$ cat config.mk
export PLATFORM = sky130hd
export DESIGN_NAME = cache_fill_fsm
export DESIGN_NICKNAME = d
export VERILOG_FILES = /design/src/rtl/cache_fill_fsm.sv
export SDC_FILE = /design/constraint.sdc
export NUM_CORES = 1
export LEC_CHECK = 0
export ABC_AREA = 1
export BUFFER_PORTS_ARGS = -buffer_cell sky130_fd_sc_hd__buf_2
export CORE_AREA = 4 4 57 59
export CTS_BUF_LIST = sky130_fd_sc_hd__clkbuf_4
export CTS_CLUSTER_SIZE = 30
export DETAILED_ROUTE_END_ITERATION = 10
export DIE_AREA = 0 0 61 63
export PLACE_DENSITY = 0.84
export SLEW_MARGIN = 20
export SYNTH_ARGS = -nofsm -noshare
export SYNTH_HDL_FRONTEND = slang
export SYNTH_SLANG_ARGS = --single-unit
$ cat constraint.sdc
create_clock -name clk -period 3.3 [get_ports clk]
set_input_delay 0.66 -clock clk [delete_from_list [all_inputs] [get_ports clk]]
set_output_delay 0.66 -clock clk [all_outputs]
set_load 0.05 [all_outputs]
$ cat src/rtl/cache_fill_fsm.sv
`default_nettype none
// ============================================================================
//  Module      : cache_fill_fsm
//  Description : Cache miss fill engine. On a miss it issues one word read
//                per cycle for every word of the missing block. It streams
//                returned words into the data array in arrival order, then
//                pulses a tag-array write together with the final word.
//  Revision    : 1.0 - initial release
// ============================================================================
module cache_fill_fsm #(
  parameter int ADDR_W          = 16,
  parameter int WORDS_PER_BLOCK = 8,
  parameter int OFFSET_W        = 3
) (
  input  logic                clk,
  input  logic                rst_n,
  input  logic                miss_detected,
  input  logic [ADDR_W-1:0]   miss_address,
  output logic                fsm_busy,
  output logic                mem_read,
  output logic [ADDR_W-1:0]   memory_address,
  input  logic [15:0]         memory_data,
  input  logic                memory_data_valid,
  output logic                write_data_array,
  output logic [OFFSET_W-1:0] data_array_offset,
  output logic [15:0]         data_array_wdata,
  output logic                write_tag_array,
  output logic [ADDR_W-1:0]   block_base
);

  localparam logic [0:0] ST_IDLE = 1'b0;
  localparam logic [0:0] ST_FILL = 1'b1;

  // Byte-offset bits inside a block (16-bit words, so one more than OFFSET_W)
  localparam int BLK_LSB = OFFSET_W + 1;
  localparam int WPB_M1  = WORDS_PER_BLOCK - 1;
  localparam logic [OFFSET_W:0]   ISSUE_DONE = WORDS_PER_BLOCK[OFFSET_W:0];
  localparam logic [OFFSET_W-1:0] RECV_LAST  = WPB_M1[OFFSET_W-1:0];

  logic [0:0]          state_q, state_d;
  logic [ADDR_W-1:0]   block_base_q, block_base_d;
  logic [OFFSET_W:0]   issue_cnt_q, issue_cnt_d;
  logic [OFFSET_W-1:0] recv_cnt_q, recv_cnt_d;

  logic                in_fill;
  logic [OFFSET_W-1:0] issue_idx;

  // Output decode: everything is a function of the current state and counters
  always_comb begin
    in_fill = (state_q == ST_FILL);
    // Once all requests are out, issue_cnt sits at WORDS_PER_BLOCK; clamp the
    // index so the address holds the last word instead of folding back to 0.
    issue_idx         = issue_cnt_q[OFFSET_W] ? '1 : issue_cnt_q[OFFSET_W-1:0];
    fsm_busy          = in_fill;
    mem_read          = in_fill && (issue_cnt_q < ISSUE_DONE);
    // block_base has its low BLK_LSB bits clear, so this add stays in-block
    memory_address    = block_base_q +
                        {{(ADDR_W-OFFSET_W-1){1'b0}}, issue_idx, 1'b0};
    write_data_array  = in_fill && memory_data_valid;
    data_array_offset = recv_cnt_q;
    data_array_wdata  = memory_data;
    write_tag_array   = in_fill && memory_data_valid && (recv_cnt_q == RECV_LAST);
    block_base        = block_base_q;
  end

  // Next-state logic: latch the block on a miss, count requests and responses
  always_comb begin
    state_d      = state_q;
    block_base_d = block_base_q;
    issue_cnt_d  = issue_cnt_q;
    recv_cnt_d   = recv_cnt_q;
    case (state_q)
      ST_IDLE: begin
        if (miss_detected) begin
          state_d      = ST_FILL;
          block_base_d = {miss_address[ADDR_W-1:BLK_LSB], {BLK_LSB{1'b0}}};
          issue_cnt_d  = '0;
          recv_cnt_d   = '0;
        end
      end
      ST_FILL: begin
        if (mem_read) begin
          issue_cnt_d = issue_cnt_q + 1'b1;
        end
        // Responses are counted, not matched: memory returns them in order
        if (memory_data_valid) begin
          recv_cnt_d = recv_cnt_q + 1'b1;
        end
        if (write_tag_array) begin
          state_d = ST_IDLE;
        end
      end
      default: begin
        state_d = ST_IDLE;
      end
    endcase
  end

  // State registers with asynchronous reset; reset abandons any fill
  always_ff @(posedge clk or negedge rst_n) begin
    if (!rst_n) begin
      state_q      <= ST_IDLE;
      block_base_q <= '0;
      issue_cnt_q  <= '0;
      recv_cnt_q   <= '0;
    end else begin
      state_q      <= state_d;
      block_base_q <= block_base_d;
      issue_cnt_q  <= issue_cnt_d;
      recv_cnt_q   <= recv_cnt_d;
    end
  end

endmodule
`default_nettype wire

### After elaboration in Yosys (flattened, before gate mapping)

Cells that the tools add are included.

| cells by class | value |
|---|---|
| add/sub/neg operators | 3 |
| $mul | 0 |
| div/mod/pow operators | 0 |
| $lt $le $gt $ge | 1 |
| equal/unequal tests | 4 |
| shift operators | 0 |
| muxes and demuxes | 10 |
| bitwise operators | 1 |
| reduce and logical (&&, ||, !) cells | 6 |

Operators with widths:

| kind | count |
|---|---|
| $add A16 B4 Y16 | 1 |
| $mux W3 | 3 |
| $mux W4 | 2 |
| $pmux W4 S2 | 1 |
| $ne A2 B2 Y1 const B | 3 |
| $pmux W3 S2 | 1 |
| $reduce_and A2 Y1 | 3 |
| $add A4 B1 Y4 const B | 1 |
| $lt A4 B4 Y1 const B | 1 |
| $add A3 B1 Y3 const B | 1 |
| $eq A3 B3 Y1 const B | 1 |
| $logic_and A1 B1 Y1 | 3 |
| $mux W1 | 2 |
| $pmux W1 S2 | 1 |
| $not A1 Y1 | 1 |

| storage, ports and cells | value |
|---|---|
| bits in registers | 20 |
| latch bits | 0 |
| RAM bits | 0 |
| bits in read-only memories | 0 |
| input bits | 36 |
| output and inout port bits | 55 |
| word-level logic and storage cells | 29 |
| memories | 0 |

### Depth between registers and ports, before layout

Gate-level depths: netlist of run 1.

| depth | value |
|---|---|
| word-level depth | 4 |
| depth in mapped cells | 5 |
| gate-level depth less buffers | 5 |

### Least setup slack after synthesis of run 1

OpenSTA, ideal clock, no wires.

| timing path | value |
|---|---|
| path type | reg2out |
| start | register recv_cnt_q[0] (netlist: data_array_offset[0]) |
| end | output port write_tag_array |
| data arrival time | 1,694 ps |
| required time | 2,640 ps |
| slack | 946 ps |
| stages on the path, launching flop included | 5 |
| buffers on the path | 0 |
| path through | dfrtp_1 ha_1 ha_1 inv_1 nor2_1 |

| on the way | value |
|---|---|
| word-level cells in the longest chain between the ends | 2 |

RTL lines:

| element | RTL line | source |
|---|---|---|
| from (decl) | 43 | `logic [OFFSET_W-1:0] recv_cnt_q, recv_cnt_d;` |
| from (signal assigned) | 110 | `recv_cnt_q <= recv_cnt_d;` |
| $eq A3 B3 Y1 | 62 | `write_tag_array = in_fill && memory_data_valid && (recv_cnt_q == RECV_LAST);` |
| $logic_and A1 B1 Y1 | 62 |  |
| to (decl) | 27 | `output logic write_tag_array,` |

Every way passes these cells.

### Final worst setup path of run 1

Ends and elaborated chain as after synthesis.

==> impl_metrics.csv, run 1 <==
group,metric,value,unit
worst_setup_path,end_kind,"output port",
sta,rsz0062_at_grt,"no",
worst_setup_path,cp.arrival,1.43,ns
sta,hold_violations,0,
synth,synth_top_area_share,43.6,%
job,maxCapViolations,0,
worst_setup_path,crit_fanout,4,
routing,vias,863,
worst_setup_path,worstPathRequired,2.64,ns
worst_setup_path,crit_buf_inv,2,
layout,nets,198,
cts,root_buffer,"clkbuf_4",
worst_setup_path,cp_cell_sequence,"ha_1 -> ha_1 -> inv_1 -> nor2_1 -> buf_2",
synth,synth_edf_count,0,
synth,syn_avg_cell_area,8.37,µm²
place,portBuffers,49,
worst_setup_path,crit_path_top_delay_cell,"dfrtp_1",
cts,cts_tree,"yes",
layout,drive_above_1_share,36.7,%
die,fp.dieW,61,µm
routing,vias_per_cell,4.57,
worst_setup_path,start_kind,"register",
synth,yosysUniqueCellTypes,16,
layout,final_cells,189,
synth,async_reset_ff_share,100,%
grt,grt_usage,12.5,%
routing,drt-total-wl,2260,µm
sta,fin_skew,0.00157,ns
routing,remaining_drc_errors,0,
grt,grt_pass1_wl,3690,µm
synth,synth.most_common_cell,"nand2_1",
die,rows,19,
sta,fmax,0.478,GHz
synth,synthTopCellsByCount,"41 x nand2_1, 34 x buf_4, 20 x dfrtp_1, 20 x nand3_1, 7 x inv_1",
routing,drt_pass1_iterations,4,
cts,htreeDepth,1,
cts,clkTransAtPathRegs,0.11,ns
grt,grt.overflow.total,0,
die,die_area,0.00384,mm²
cts,cts_num_sinks,20,
sta,setup_viol,0,
min_path,hold_path.class,"primary input to asynchronous set/reset pin",
worst_setup_path,path_delay_family,"flip-flops",
cts,worstSkewPairLatency,0.29,ns
sta,post-route-period-util,63.5,%
worst_setup_path,max_stage_delay,0.43,ns
die,die_h,63,µm
die,placeableCoreArea,0.00271,mm²
die,ios,91,
layout,diodes,0,
sta,whs,0.295,ns
sta,drv_slew,0,
synth,synth-seq-cells,20,
synth,yosysWarningCount,0,
synth,synth_cells,137,
worst_setup_path,path_class,"register to output port",
synth,ys.flop_type,"dfrtp_1",
synth,synth-seq-area-share,43.6,%
cts,cts_resized,0,
synth,synth_top_area_cell,"dfrtp_1",
layout,area_delta_synth_final,6.98,%
place,post-dp-hpwl,1690,µm
synth,syn_area,0.00115,mm²
die,start_util,42.3,%
cts,cts_buffers,3,
layout,post-route-util,45.3,%
sta,finalSetupTns,0,ns
routing,drtIter0Drc,36,
grt,antenna_found_initial,0,
cts,ctsHoldBuffers,0,
synth,synth_area_leaders,"dfrtp_1 44%, buf_4 22%, nand2_1 13%, nand3_1 8.7%, ha_1 3.3%",
cts,cts_setup_buffers,0,
cts,cts_buffer_depth,2,
layout,fillCellCount,286,
routing,postRouteAntennaNets,0,
grt,grt_pass1_vias,792,
worst_setup_path,crit_path_frequent_cell,"ha_1",
outcome,status,"complete, no violations",
routing,routedWlPerCell,11.9,µm
place,post-place-cells,185,
grt,grt_max_degree,21,
sta,fin_crit,2.09,ns
place,place_congestion,0.792,
layer usage:
layer / wire length (µm) / GRT usage (%) / vias to the layer above
li1: - / - / 430
met1: 945 / 15.1 / 402
met2: 1120 / 20.7 / 27
met3: 155 / 1.65 / 4
met4: 33 / 6.78 / 0
met5: 0 / 0 / -
cell families after synthesis:
logic type	after synthesis	synth area share, %
AND/OR/NAND/NOR	67	25.6
other	1	0.327
flip-flops	20	43.6
adder cells (fa/ha/maj)	3	3.27
buffers and inverters	44	26.3
AO/OA/AOI/OAI	2	0.872
cell usage in the layout (no fill, tap or decap):
cell type	Yosys	routed
ha_1	3	3
o21ai_0	2	2
inv_2	1	1
dfrtp_1	20	20
bufinv_16	0	1
inv_1	7	7
buf_2	1	49
nand2_1	41	41
nand3_1	20	20
or2_2	2	2
nor2_2	1	1
clkbuf_4	0	3
or2_0	1	1
conb_1	1	5
nand2_4	1	1
nor2_1	1	1
sequential cells by signal, indices dropped and copies added, names as in the netlist:
name and cells:
issue_cnt_q 4, data_array_offset 3, fsm_busy 1, block_base 12
final timing paths:
kind | start | to | slack (ns) | depth (start not counted)
max reg2reg | fsm_busy | issue_cnt_q[2] | 2.14 | 4
min in group clk | block_base[12] | block_base[12] | 0.50 | 2
min | rst_n | data_array_offset[2] | 0.30 | 1
min reg2reg | block_base[12] | block_base[12] | 0.50 | 2
max | data_array_offset[0] | write_tag_array | 1.21 | 5
max in group asynchronous | rst_n | block_base[10] | 2.70 | 1
worst reg2reg max path: cells and delay by family (launching register included):
family	cells	cell delay (ns)
buffers and inverters	1	0.24
AND/OR/NAND/NOR	3	0.38
flip-flops	1	0.44
stage by stage:
step | area [µm²] | setup WS (ns)
6_report | 1230 | 1.21
5_1_grt | 1230 | 1.10
4_1_cts | 1230 | 1.19
3_5_place_dp | 1170 | 1.37
3_3_place_gp | 1170 | 1.38
2_1_floorplan | 1160 | 0.946
cell type report:
type	instances	area, µm²	share of cell area, %
Inverter	8	30.0	2.45
Timing Repair Buffer	49	245	20.0
Clock buffer	3	22.5	1.83
Sequential cell	20	500	40.8
Clock inverter	1	30.0	2.45
Multi-Input combinational cell	77	360	29.4
Tap cell	31	38.8	3.16
Power of run 1 is not shown: default switching activity piles up to over one toggle a cycle in this logic, so the estimate is an artifact.
==> inputs of run 2 (changes only) <==
--- a/config.mk
+++ b/config.mk
@@ -7,12 +7,12 @@
 export LEC_CHECK = 0
 export ABC_AREA = 1
 export BUFFER_PORTS_ARGS = -buffer_cell sky130_fd_sc_hd__buf_2
-export CORE_AREA = 4 4 57 59
+export CORE_AREA = 4 4 59 61
 export CTS_BUF_LIST = sky130_fd_sc_hd__clkbuf_4
 export CTS_CLUSTER_SIZE = 30
 export DETAILED_ROUTE_END_ITERATION = 10
-export DIE_AREA = 0 0 61 63
-export PLACE_DENSITY = 0.84
+export DIE_AREA = 0 0 63 65
+export PLACE_DENSITY = 0.79
 export SLEW_MARGIN = 20
 export SYNTH_ARGS = -nofsm -noshare
 export SYNTH_HDL_FRONTEND = slang
==> constraint.sdc (replaced) <==
create_clock -name clk -period 1.95 [get_ports clk]
set_input_delay 0.39 -clock clk [delete_from_list [all_inputs] [get_ports clk]]
set_output_delay 0.39 -clock clk [all_outputs]
set_load 0.05 [all_outputs]
==> run 2 against run 1 <==
- sequential share of layout area rose by 0.72 points
- global-route usage fell by 1.3 points
- sequential cell count did not move
- clock-buffer cell count stayed put
- routed wire length shrank 1.9%
- critical path type unchanged
- critical endpoint unchanged
==> impl_metrics.csv, run 2 (same netlist as run 1, synthesis figures left out) <==
group,metric,value,unit
grt,grtUsageMet2,20.7,%
sta,post-route-period-util,91.9,%
grt,grt_max_degree,21,
cts,cts_num_sinks,20,
sta,setup_viol,0,
worst_setup_path,end_kind,"output port",
routing,drtIter0Drc,37,
grt,grt_usage,11.2,%
die,rows,20,
cts,cts_setup_buffers,0,
layout,largest_register_ffs,12,
cts,clkTransAtPathRegs,0.11,ns
grt,grt_use_met3,3.12,%
worst_setup_path,start_kind,"register",
sta,fin_crit,1.79,ns
cts,cts_resized,0,
cts,ctsHoldBuffers,0,
worst_setup_path,crit_fanout,4,
cts,htreeDepth,1,
sta,rsz0062_at_grt,"no",
die,start_util,38.5,%
sta,drv_slew,0,
die,ios,91,
sta,finalSetupTns,0,ns
layout,area_delta_synth_final,5.13,%
layout,drive_above_1_share,36.7,%
cts,worstSkewPairLatency,0.29,ns
grt,grt_pass1_vias,860,
routing,routedWlPerCell,11.6,µm
cts,cts_buffers,3,
routing,drt_pass1_iterations,4,
outcome,status,"complete, no violations",
sta,hold_violations,0,
layout,final_cell_mix,"49 x buf_2, 41 x nand2_1, 20 x nand3_1, 20 x dfrtp_1, 7 x inv_1",
layout,nets,198,
min_path,hold_path.class,"primary input to asynchronous set/reset pin",
layout,diodes,0,
routing,vias_per_cell,4.55,
cts,root_buffer,"clkbuf_4",
place,place_congestion,0.809,
grt,grt_use_met1,11.5,%
sta,fin_skew,0.00321,ns
layout,fillCellCount,328,
worst_setup_path,path_class,"register to output port",
die,die_h,65,µm
routing,drt-total-wl,2220,µm
layout,final_common_cell,"buf_2",
routing,postRouteAntennaNets,0,
die,fp.dieW,63,µm
grt,grt_pass1_wl,3670,µm
place,portBuffers,49,
job,maxCapViolations,0,
place,post-dp-hpwl,1650,µm
die,placeableCoreArea,0.00298,mm²
routing,vias,869,
grt,busiest_layer,"met2",
routing,remaining_drc_errors,0,
cts,cts_buffer_depth,2,
cts,cts_tree,"yes",
die,die_area,0.00410,mm²
grt,antenna_found_initial,0,
grt,grt.overflow.total,0,
worst_setup_path,worstPathRequired,1.56,ns
worst_setup_path,cp.arrival,1.40,ns
sta,fmax,0.558,GHz
==> run 2: per-layer routing <==
| layer | vias to the layer above | share of wire [%] |
|---|---|---|
| met4 | 0 | 1.0 |
| li1 | 431 | - |
| met1 | 400 | 41 |
| met5 | - | 0 |
| met2 | 36 | 51 |
| met3 | 2 | 7.5 |
==> run 2: stage by stage <==
step           setup slack [ns]  cell area [µm²]  utilization [%]  cells  hold WS, ns
2_1_floorplan            0.0863             1160                -    141       0.0944
3_3_place_gp              0.476             1180             39.6    187        0.360
3_5_place_dp              0.469             1180             39.6    187        0.359
4_1_cts                   0.135             1210             40.5    191       0.0268
5_1_grt                  0.0800             1210             40.5    191       0.0325
6_report                  0.159             1210             40.5    191       0.0253
==> run 2: path summary, 6_finish.rpt <==
path / startpoint / end / slack [ns] / cells past startpoint
setup / recovery: data_array_offset[0] / write_tag_array / 0.16 / 5
hold / removal: rst_n / block_base[4] / 0.03 / 1
setup reg to reg: fsm_busy / issue_cnt_q[2] / 0.77 / 4
hold reg to reg: block_base[7] / block_base[7] / 0.49 / 2
max in group asynchronous: rst_n / data_array_offset[2] / 1.62 / 1
min in group clk: miss_address[4] / block_base[4] / 0.32 / 3
==> run 2: final cells by class <==
| class | count | area, µm² | area share [%] |
|---|---|---|---|
| inverters | 8 | 30.0 | 2.49 |
| repair buffers | 49 | 245 | 20.3 |
| flip-flops and latches | 20 | 500 | 41.5 |
| clock buffers | 3 | 22.5 | 1.87 |
| multi-input cells | 77 | 363 | 30.1 |
| clock inverters | 1 | 3.75 | 0.311 |
| well taps | 33 | 41.3 | 3.42 |
==> run 2: critical path, cell delays in order, from the launching register on <==
cell	delay (ns)
dfrtp_1	0.42
ha_1	0.21
ha_1	0.17
inv_1	0.07
nor2_2	0.04
buf_2	0.20
Power of run 2 is left out for the same reason.
==> inputs of run 3 (changes only) <==
--- a/config.mk
+++ b/config.mk
@@ -5,13 +5,13 @@
 export SDC_FILE = /design/constraint.sdc
 export NUM_CORES = 1
 export LEC_CHECK = 0
-export ABC_AREA = 1
+export ABC_AREA = 0
 export BUFFER_PORTS_ARGS = -buffer_cell sky130_fd_sc_hd__buf_2
-export CORE_AREA = 4 4 59 61
+export CORE_AREA = 4 4 60 62
 export CTS_BUF_LIST = sky130_fd_sc_hd__clkbuf_4
 export CTS_CLUSTER_SIZE = 30
 export DETAILED_ROUTE_END_ITERATION = 10
-export DIE_AREA = 0 0 63 65
+export DIE_AREA = 0 0 64 66
 export PLACE_DENSITY = 0.79
 export SLEW_MARGIN = 20
 export SYNTH_ARGS = -nofsm -noshare
==> run 3 against run 2 <==
- final cell count decreased by 13%
- clock skew increased by 0.0052 ns
- clock-buffer cell count unchanged
- critical endpoint unchanged
- die area increased by 3.2%
==> impl_metrics.csv, run 3 <==
group,metric,value,unit
synth,ys.flop_type,"dfrtp_1",
grt,grt_usage,10.7,%
sta,setup_viol,0,
cts,cts_setup_buffers,0,
worst_setup_path,crit_fanout,4,
layout,area_delta_synth_final,8.06,%
synth,synth-seq-cells,20,
cts,root_buffer,"clkbuf_4",
place,portBuffers,49,
synth,syn_area,0.00121,mm²
layout,final_cells,167,
worst_setup_path,crit_start,"data_array_offset[0]",
job,maxCapViolations,0,
cts,worstSkewPairLatency,0.30,ns
cts,cts_buffers,3,
cts,ctsHoldBuffers,0,
worst_setup_path,r2r_cells,2,
routing,drtIter0Drc,11,
synth,synth_xor_area_share,1.45,%
cts,cts_num_sinks,20,
grt,antenna_found_initial,0,
synth,synth_cells,102,
grt,grt_pass1_wl,3460,µm
worst_setup_path,r2r_start,"fsm_busy",
routing,remaining_drc_errors,0,
layout,largest_register_ffs,12,
layout,drive_above_1_share,58.5,%
place,place_congestion,0.687,
routing,vias_per_cell,4.50,
sta,whs,0.0166,ns
routing,vias,751,
worst_setup_path,path_class,"register to output port",
worst_setup_path,worstPathRequired,1.56,ns
cts,cts_tree,"yes",
grt,grt_use_met3,2.04,%
cts,clkTransAtPathRegs,0.12,ns
worst_setup_path,end_kind,"output port",
place,post-dp-hpwl,1680,µm
sta,hold_violations,0,
synth,synth.most_common_cell,"buf_4",
layout,final_cell_mix,"48 x buf_2, 19 x dfrtp_1, 10 x mux2_4, 5 x conb_1",
synth,synth_top_area_share,41.3,%
grt,grt.overflow.total,0,
layout,diodes,0,
synth,yosysWarningCount,0,
worst_setup_path,cp.arrival,1.45,ns
min_path,hold_path.class,"primary input to asynchronous set/reset pin",
place,post-place-cells,163,
synth,synth_top_area_cell,"dfrtp_1",
routing,routedWlPerCell,13.3,µm
routing,postRouteAntennaNets,0,
sta,rsz0062_at_grt,"no",
synth,synth_area_leaders,"dfrtp_1 41%, buf_4 21%, mux2_4 12%, ha_1 3.1%, mux2i_1 2.5%",
synth,synth_compound_area_share,4.75,%
synth,synth_top_family_by_area,"buffers and inverters",
die,start_util,40.0,%
grt,busiest_layer,"met2",
cts,htreeDepth,1,
synth,syn_avg_cell_area,11.9,µm²
outcome,status,"complete, no violations",
cts,cts_buffer_depth,2,
synth,synthTopCellsByCount,"34 x buf_4, 20 x dfrtp_1, 10 x mux2_4",
worst_setup_path,start_kind,"register",
synth,synth_edf_count,0,
die,die_area,0.00422,mm²
synth,synth-seq-area-share,41.3,%
synth,muxShareOfSynthArea,16.7,%
synth,synthAdderAreaFrac,3.10,%
sta,post-route-period-util,94.4,%
routing,drt_pass1_iterations,4,
sta,finalSetupTns,0,ns
synth,async_reset_ff_share,100,%
sta,fmax,0.543,GHz
die,ios,91,
grt,grtUsageMet2,18.8,%
layout,nets,163,
die,fp.dieW,64,µm
die,die_h,66,µm
die,placeableCoreArea,0.00303,mm²
die,rows,20,
sta,fin_crit,1.84,ns
grt,grt_use_met1,12.1,%
grt,grt_max_degree,21,
sta,drv_slew,0,
sta,fin_skew,0.00841,ns
layout,final_common_cell,"buf_2",
grt,grt_pass1_vias,713,
synth,yosysUniqueCellTypes,28,
synth,yosys.area_share.simple,8.88,%
routing,drt-total-wl,2220,µm
run 3: stage by stage:
stage / cell area (µm²) / setup WS, ns / utilization [%]
2_1_floorplan: 1230 / 0.0910 / -
3_3_place_gp: 1250 / 0.439 / 41.2
3_5_place_dp: 1250 / 0.396 / 41.2
4_1_cts: 1300 / 0.0354 / 43.0
5_1_grt: 1310 / 0.0208 / 43.2
6_report: 1310 / 0.109 / 43.2
run 3: cell type report:
class	instances	area (µm²)
inverters	1	3.75
fillers	286	1720
repair buffers	49	251
clock buffers	3	22.5
clock inverters	1	30.0
multi-input cells	49	444
well taps	44	55.1
flip-flops and latches	20	502
run 3: cell families after synthesis:
group,after synthesis
AOI/OAI and AO/OA,8
buffers and inverters,37
and+or+nand+nor,16
DFF,20
muxes,15
adders and majority gates,3
other,1
xor gates and xnor gates,2
run 3: repair_timing:
| item | in CTS | in global routing |
|---|---|---|
| setup endpoints to repair | 0 | 2 |
| gates resized for setup | 0 | 4 |
| endpoints found under the hold margin | 0 | 0 |
run 3: worst max-delay path, cell delays in order (launching register included):
cell and delay, ns:
dfrtp_1 0.44, ha_1 0.22, ha_1 0.18, and3_1 0.16, buf_6 0.15
run 3: layer usage:
| metal | up-vias | share of wire, % |
|---|---|---|
| li1 | 346 | - |
| met1 | 361 | 37 |
| met2 | 38 | 52 |
| met3 | 6 | 8.5 |
| met4 | 0 | 1.6 |
| met5 | - | 0 |
run 3: final timing paths:
path,to,slack [ns]
setup reg to reg,block_base[13],0.50
min in group clk,block_base[9],0.32
hold reg to reg,block_base[14],0.53
hold / removal,data_array_offset[2],0.02
setup / recovery,write_tag_array,0.11
max in group asynchronous,fsm_busy,1.60
Power of run 3 is left out for the same reason.
